### src/rtl/irq_ctrl.sv
// Multi-channel interrupt controller: per-channel synchroniser, edge/level capture,
// fixed-priority arbitration (lowest index wins) and claim/complete service tracking.
// Define IRQ_CTRL_OVERFLOW_EN to add sticky per-channel overflow flags.
module irq_ctrl #(
    parameter int NUM_IRQ     = 8,
    parameter int SYNC_STAGES = 2,
    parameter int ID_W        = (NUM_IRQ > 1) ? $clog2(NUM_IRQ) : 1
) (
    input  logic               clk,
    input  logic               rst,
    input  logic [NUM_IRQ-1:0] irq,
    input  logic [NUM_IRQ-1:0] mode,
    input  logic [NUM_IRQ-1:0] enable,
    input  logic               claim,
    input  logic               complete,
    input  logic [ID_W-1:0]    complete_id,
`ifdef IRQ_CTRL_OVERFLOW_EN
    output logic [NUM_IRQ-1:0] overflow,
    input  logic [NUM_IRQ-1:0] ovf_clear,
`endif
    output logic               irq_out,
    output logic [ID_W-1:0]    claim_id,
    output logic [NUM_IRQ-1:0] pending,
    output logic [NUM_IRQ-1:0] in_service
);

    localparam logic [1:0] ST_IDLE = 2'd0;
    localparam logic [1:0] ST_PEND = 2'd1;
    localparam logic [1:0] ST_SERV = 2'd2;

    logic [SYNC_STAGES-1:0][NUM_IRQ-1:0] r_sync;
    logic [NUM_IRQ-1:0]                  r_prev;
    logic [NUM_IRQ-1:0][1:0]             r_state;
    logic [NUM_IRQ-1:0]                  r_requeue;

    logic [NUM_IRQ-1:0]      w_irq_s;
    logic [NUM_IRQ-1:0]      w_edge;
    logic [NUM_IRQ-1:0]      w_edge_m;
    logic [NUM_IRQ-1:0]      w_pend;
    logic [NUM_IRQ-1:0]      w_elig;
    logic                    w_irq_out;
    logic [ID_W-1:0]         w_claim_id;
    logic [NUM_IRQ-1:0]      w_claim_hit;
    logic [NUM_IRQ-1:0]      w_cpl_hit;
    logic [NUM_IRQ-1:0][1:0] w_state_nxt;
    logic [NUM_IRQ-1:0]      w_requeue_nxt;

    assign w_irq_s  = r_sync[SYNC_STAGES-1];
    assign w_edge   = w_irq_s & ~r_prev;
    assign w_edge_m = w_edge & mode;

    // State register: synchronisers, edge history, channel state and requeue.
    always_ff @(posedge clk or posedge rst) begin
        if (rst) begin
            r_sync    <= '0;
            r_prev    <= '0;
            r_state   <= '0;
            r_requeue <= '0;
        end else begin
            // NOTE: non-blocking assignments keep every flop sampling pre-edge values.
            r_sync    <= {r_sync[SYNC_STAGES-2:0], irq};
            r_prev    <= w_irq_s;
            r_state   <= w_state_nxt;
            r_requeue <= w_requeue_nxt;
        end
    end

    // Fixed-priority arbitration over enabled pending channels; the lowest index wins.
    always_comb begin
        w_claim_id = '0;
        for (int ch = NUM_IRQ - 1; ch >= 0; ch--) begin
            if (w_elig[ch]) begin
                w_claim_id = ID_W'(ch);
            end
        end
    end

    assign w_irq_out = |w_elig;

    always_comb begin
        w_claim_hit = '0;
        w_cpl_hit   = '0;
        for (int ch = 0; ch < NUM_IRQ; ch++) begin
            w_claim_hit[ch] = claim && w_irq_out && (w_claim_id == ID_W'(ch));
            w_cpl_hit[ch]   = complete && (complete_id == ID_W'(ch));
        end
    end

    // Next-state logic per channel.
    always_comb begin
        // NOTE: defaults first so no path leaves a combinational variable unassigned (no latch).
        w_state_nxt   = r_state;
        w_requeue_nxt = r_requeue;
        for (int ch = 0; ch < NUM_IRQ; ch++) begin
            case (r_state[ch])
                ST_IDLE: begin
                    if (mode[ch] ? w_edge[ch] : w_irq_s[ch]) begin
                        w_state_nxt[ch] = ST_PEND;
                    end
                end
                ST_PEND: begin
                    if (w_claim_hit[ch]) begin
                        w_state_nxt[ch] = ST_SERV;
                    end
                end
                ST_SERV: begin
                    // An edge coinciding with complete counts as an already-latched requeue.
                    if (w_cpl_hit[ch]) begin
                        w_state_nxt[ch]   = (r_requeue[ch] || w_edge_m[ch]) ? ST_PEND : ST_IDLE;
                        w_requeue_nxt[ch] = 1'b0;
                    end else if (w_edge_m[ch]) begin
                        w_requeue_nxt[ch] = 1'b1;
                    end
                end
                default: begin
                    w_state_nxt[ch]   = ST_IDLE;
                    w_requeue_nxt[ch] = 1'b0;
                end
            endcase
        end
    end

    // Output decode from registered state.
    always_comb begin
        w_pend     = '0;
        in_service = '0;
        for (int ch = 0; ch < NUM_IRQ; ch++) begin
            w_pend[ch]     = (r_state[ch] == ST_PEND);
            in_service[ch] = (r_state[ch] == ST_SERV);
        end
    end

    assign w_elig   = w_pend & enable;
    assign pending  = w_pend;
    assign irq_out  = w_irq_out;
    assign claim_id = w_claim_id;

`ifdef IRQ_CTRL_OVERFLOW_EN
    logic [NUM_IRQ-1:0] r_overflow;
    logic [NUM_IRQ-1:0] w_ovf_set;

    // An edge lost to coalescing: already pending, or already requeued while in service.
    assign w_ovf_set = w_edge_m & (w_pend | (in_service & r_requeue));

    always_ff @(posedge clk or posedge rst) begin
        if (rst) begin
            r_overflow <= '0;
        end else begin
            r_overflow <= (r_overflow & ~ovf_clear) | w_ovf_set;
        end
    end

    assign overflow = r_overflow;
`endif

endmodule
### config.mk
export PLATFORM = sky130hd
export DESIGN_NAME = irq_ctrl
export DESIGN_NICKNAME = d
export VERILOG_FILES = /design/src/rtl/irq_ctrl.sv
export SDC_FILE = /design/constraint.sdc
export NUM_CORES = 1
export LEC_CHECK = 0
export ABC_AREA = 1
export BUFFER_PORTS_ARGS = -buffer_cell sky130_fd_sc_hd__buf_4
export CORE_MARGIN = 1
export CORE_UTILIZATION = 30
export CTS_CLUSTER_DIAMETER = 120
export CTS_CLUSTER_SIZE = 40
export DETAILED_ROUTE_END_ITERATION = 6
export PLACE_DENSITY = 0.48
export SLEW_MARGIN = 20
export SYNTH_ARGS = -nofsm -noshare
export SYNTH_HDL_FRONTEND = slang
export SYNTH_SLANG_ARGS = --single-unit
export TNS_END_PERCENT = 30
### constraint.sdc
create_clock -name clk -period 1.43 [get_ports clk]
set_input_delay 0.143 -clock clk [delete_from_list [all_inputs] [get_ports clk]]
set_output_delay 0.143 -clock clk [all_outputs]
set_load 0.02 [all_outputs]
# [After elaboration in Yosys (flattened, before gate mapping)]
# Cells that the tools add are included.
# W data, S select, Z words.
[classes] n_eq_ne=62 muxes=80 bitwise_logic=12 reduce_logical=60
[ops] operator="$mux W2" n=24
[ops] operator="$pmux W2 S3" n=8
[ops] operator="$mux W1" n=32
[ops] operator="$ne A2 B1 Y1 const B" n=16
[ops] operator="$and A8 B8 Y8" n=3
[ops] operator="$eq A3 B3 Y1 const B" n=8
[ops] operator="$mux W3" n=8
[ops] operator="$ne A3 B1 Y1 const B" n=8
[ops] operator="$reduce_and A3 Y1" n=8
[ops] operator="$logic_and A1 B1 Y1" n=17
[ops] operator="$eq A2 B1 Y1 const B" n=8
[ops] operator="$eq A2 B2 Y1 const B" n=8
[ops] operator="$logic_not A2 Y1" n=8
[ops] operator="$ne A2 B2 Y1 const B" n=8
[ops] operator="$pmux W1 S2" n=8
[ops] operator="$reduce_and A2 Y1" n=8
[ops] operator="$reduce_or A2 Y1" n=8
[ops] operator="$eq A3 B2 Y1 const B" n=4
[ops] operator="$logic_or A1 B1 Y1" n=8
[ops] operator="$not A1 Y1" n=8
[ops] operator="$not A8 Y8" n=1
[ops] operator="$reduce_or A8 Y1" n=1
[ops] operator="$eq A3 B1 Y1 const B" n=2
[ops] operator="$logic_not A3 Y1" n=2
[totals] ff_bits=48 output_inout_bits=20

# [Depth between registers and ports, before layout]
[logic_depth] depth_word=14 depth_mapped=13 depth_no_buf=13

# [Worst setup path before layout]
# Ideal clock, no wire load.
[synth_timing] path_kind="reg-to-reg" from="register r_state[5] (netlist bit)" to="register r_state[14] (netlist bit)" arrival_ps=1448 t_required_ps=1303 path_slack_ps=-145 stages_incl_launch_ff=9 path_cell_list="dfrtp_1 > nor2_2 > nand2_1 > nand2_2 > inv_2 > a21oi_4 > nand4_1 > nand2_1 > a21oi_2"
[synth_between] elab_chain_cells=9 elab_cells_between_ends=11
[synth_rtl] item="start, declared" line="33" rtl="logic [NUM_IRQ-1:0][1:0] r_state;"
[synth_rtl] item="start signal, assigned" line="63" rtl="r_state <= w_state_nxt;"
[synth_rtl] item="$eq A2 B1 Y1" line="128" rtl="w_pend[ch] = (r_state[ch] == ST_PEND);"
[synth_rtl] item="net pending[2]" line="23" rtl="output logic [NUM_IRQ-1:0] pending,"
[synth_rtl] item="$and A8 B8 Y8" line="133" rtl="assign w_elig = w_pend & enable;"
[synth_rtl] item="$mux W3 (3 in series)" line="72" rtl="if (w_elig[ch]) begin"
[synth_rtl] item="net claim_id[1]" line="22" rtl="output logic [ID_W-1:0] claim_id,"
[synth_rtl] item="$eq A3 B3 Y1" line="84" rtl="w_claim_hit[ch] = claim && w_irq_out && (w_claim_id == ID_W'(ch));"
[synth_rtl] item="$logic_and A1 B1 Y1" line="84"
[synth_rtl] item="$ne A2 B1 Y1 (no source line)"
[synth_rtl] item="$reduce_and A3 Y1 (no source line)"
# The timed path passes the listed nets, and every way through them passes these cells.
# A chain may end at the register's enable or synchronous reset.

# [Worst setup path after layout]
[layout_timing] from="register r_state[15] (netlist bit)" to="register r_state[14] (netlist bit)"
[layout_between] elab_chain_cells=14 elab_cells_between_ends=21
[layout_rtl] item="$eq A2 B1 Y1" line="95, 128"
[layout_rtl] item="$and A8 B8 Y8" line="133"
[layout_rtl] item="$mux W3 (8 in series)" line="72"
[layout_rtl] item="$eq A3 B3 Y1" line="84"
[layout_rtl] item="$logic_and A1 B1 Y1" line="84"
[layout_rtl] item="$ne A2 B1 Y1 (no source line)"
[layout_rtl] item="$reduce_and A3 Y1 (no source line)"
# Parallel ways exist; a longest one is shown, timed or not.

==> flow_metrics.py <==
metrics = {
    "cells_and_area": {
        "final_common_cell": "buf_4",
        "syn_to_final_growth_pct": 53.6,
        "n_antenna_cell": 0,
        "layout_common_cells": "84 x buf_4, 48 x dfrtp_1, 37 x inv_1",
        "fin_util_pct": 47.6,
        "layout-drive-gt1-share_pct": 45.0,
        "nets": 390,
        "postLayoutCellArea_um2": 3440,
    },
    "drt": {
        "viasPerCell": 4.43,
        "drtIter0Drc": 52,
        "dr.pass1.iters": 4,
        "drc": 0,
        "wl_per_cell_um": 11.9,
        "drt-total-wl_mm": 5.47,
        "num_vias": 2032,
        "ant_nets": 0,
    },
    "synthesis": {
        "ys_warn_count": 0,
        "syn-num-nets": 281,
        "synth_cell_types": 22,
        "netlist_instances": 250,
        "syn_avg_cell_area_um2": 8.95,
        "synth_top_area_share_pct": 53.7,
        "synth_seq_cells": 48,
        "ys_seq_area_share_pct": 53.7,
        "yosysTopAreaCell": "dfrtp_1",
        "synth_simple_gate_area_share_pct": 22.6,
        "ys_top_cells_by_area": "dfrtp_1 54%, inv_1 7.2%, nand2_1 7.2%",
        "synth_compound_area_share_pct": 14.5,
        "synth_xor_area_share_pct": 0,
        "muxShareOfSynthArea_pct": 0,
        "synth_top_family_by_area": "simple AND/OR/NAND/NOR gates",
        "synthAdderAreaFrac_pct": 0,
        "syn_area_um2": 2240,
    },
    "clock_network": {
        "root_buffer": "clkbuf_8",
        "cts_tree": "done",
        "htree_levels": 2,
        "path_clk_slew_ns": 0.10,
        "clock_sinks": 48,
        "clk_path_buf_depth": 2,
        "clock_latency_ns": 0.31,
        "cts_buffers": 5,
    },
    "floorplanning": {
        "die-area_um2": 7810,
        "core_um2": 7210,
        "die_h_um": 88.4,
        "rows": 31,
        "start_util_pct": 31.0,
        "io_pins": 51,
        "die_x_um": 88.4,
    },
    "timing": {
        "rsz0062_at_grt": "yes",
        "max_freq_ghz": 0.617,
        "slew_headroom_pct": 72.8,
        "finalWorstSetupSlack_ns": -0.190,
        "finClkSkew_ns": 0.0129,
        "worstMarginPinSlew_ns": 0.405,
        "slew_violations": 0,
        "layout_worst_path_cycle_share_pct": 113,
        "setup_tns_ns": -1.79,
        "layout_min_cycle_time_ns": 1.62,
        "setup_viol": 16,
        "hold_viol_final": 0,
        "timing.hold.ws_ns": 0.169,
    },
    "outcome": {
        "violations": "setup timing",
        "outcome": "finished, violations left",
    },
    "pwr": {
        "peakVddDrop_mv": 0.888,
        "p_total_mw": 7.29,
        "power_leakage_nw": 1.76,
        "p_switching_mw": 2.98,
        "comb_power_share_pct": 60.1,
        "swShare_pct": 40.8,
        "p_per_area_nw_per_um2": 2120,
        "internal-power_mw": 4.32,
        "power_frac_seq_pct": 26.4,
        "pwr-share-clk_pct": 13.5,
    },
    "min_path": {
        "hp-class": "in -> reg",
    },
    "critical_path": {
        "cp-end-kind": "flop",
        "startpoint_type": "flop",
        "critPathRequiredTime_ns": 1.62,
        "cp_max_fo": 4,
        "arrival_ns": 1.81,
        "crit_type": "reg -> reg",
    },
    "place": {
        "dpl_cell_area_um2": 2920,
        "gp_congestion": 0.820,
        "port_buffers": 50,
        "dp_hpwl_mm": 4.17,
    },
    "global_route": {
        "gr-total-overflow": 0,
        "grt_pass1_vias": 1984,
        "grt_pass1_wl_mm": 9.01,
        "gr-usage-all-layers_pct": 15.2,
        "grt_max_degree": 30,
        "antenna_found_initial": 0,
    },
    "job": {
        "maxCapViolCount": 0,
    },
}
==> worst paths after layout <==
path / slack [ns] / start / endpoint / cells past startpoint
max: -0.19 / r_state[15]$_DFFE_PP0P_ / r_state[14]$_DFFE_PP0P_ / 13
min: 0.17 / complete_id[0] / r_state[9]$_DFFE_PP0P_ / 3
max reg2reg: -0.19 / r_state[15]$_DFFE_PP0P_ / r_state[14]$_DFFE_PP0P_ / 13
min reg2reg: 0.35 / r_sync[1]$_DFF_PP0_ / w_irq_s[1]$_DFF_PP0_ / 0
max in group asynchronous: 0.68 / rst / r_state[15]$_DFFE_PP0P_ / 4
min in group asynchronous: 0.42 / rst / r_sync[3]$_DFF_PP0_ / 4
==> flip-flops by register name, indices dropped and copies added, names as in the netlist <==
signal     flops
r_state       16
r_prev         8
r_requeue      8
r_sync         8
w_irq_s        8
==> through the flow <==
| stage | cells | worst slack [ns] |
|---|---|---|
| after CTS | 450 | -0.218 |
| final | 459 | -0.190 |
| after global placement | 421 | -0.0617 |
| after floorplan | 250 | -0.0284 |
| after global routing | 459 | -0.319 |
| after detailed placement | 421 | -0.0852 |
==> layer usage <==
layer | routed length [um] | vias to the layer above | global-route usage, %
li1 | - | 1031 | -
met1 | 2550 | 960 | 19.9
met2 | 2660 | 35 | 25.4
met3 | 183 | 6 | 3.26
met4 | 70 | 0 | 4.40
met5 | 0 | - | 0
==> power groups by stage <==
stage,sequential [mW],clock [mW],combinational (mW)
final,1.93,0.982,4.38
after global routing,1.97,1.07,4.79
after CTS,1.92,1.02,3.94
after detailed placement,1.95,0,3.42
after global placement,1.94,0,3.39
after floorplan,1.91,0,2.12
==> what timing repair did <==
action,in CTS,in global routing
endpoints found under the hold margin,56,0
hold buffers,9,0
resized for setup,17,26
pin swaps,12,21
buffers inserted,12,9
setup endpoints to repair,12,22
==> cells in the mapped netlist <==
cell type / number
a21oi_1: 1
a21oi_2: 7
a21oi_4: 1
a2bb2oi_1: 1
buf_4: 2
dfrtp_1: 48
inv_1: 43
inv_2: 8
nand2_1: 43
nand2_2: 6
nand2_4: 3
nand3_1: 6
nand3_2: 1
nand4_1: 4
nor2_1: 14
nor2_2: 6
nor2_4: 3
nor3_1: 8
nor4_1: 7
o211ai_1: 8
o21ai_0: 21
o31ai_1: 9
==> critical path, cell delays in order (launching register included) <==
cell     delay [ns]
dfrtp_1        0.40
inv_2          0.08
nand2_4        0.07
inv_4          0.05
nand2_1        0.05
nand2_2        0.10
inv_2          0.05
nand2_2        0.07
nand2_4        0.05
buf_4          0.13
nor2_4         0.15
nand4_1        0.15
nand2_1        0.11
a21oi_2        0.05
==> logic make-up (layout without fill, tap and decap cells) <==
family,count (synthesis),after routing
flops,48,48
compound gates,48,48
simple gates,101,101
buf+inv,53,163
==> area by class of cell <==
cell class	count	area, um2
clock inverters	3	42.5
flip-flops and latches	48	1200
clock buffers	5	68.8
fillers	730	3780
multi-input cells	149	956
well taps	99	124
inverters	51	199
repair buffers	104	845
(Power assumes the default switching activity.)
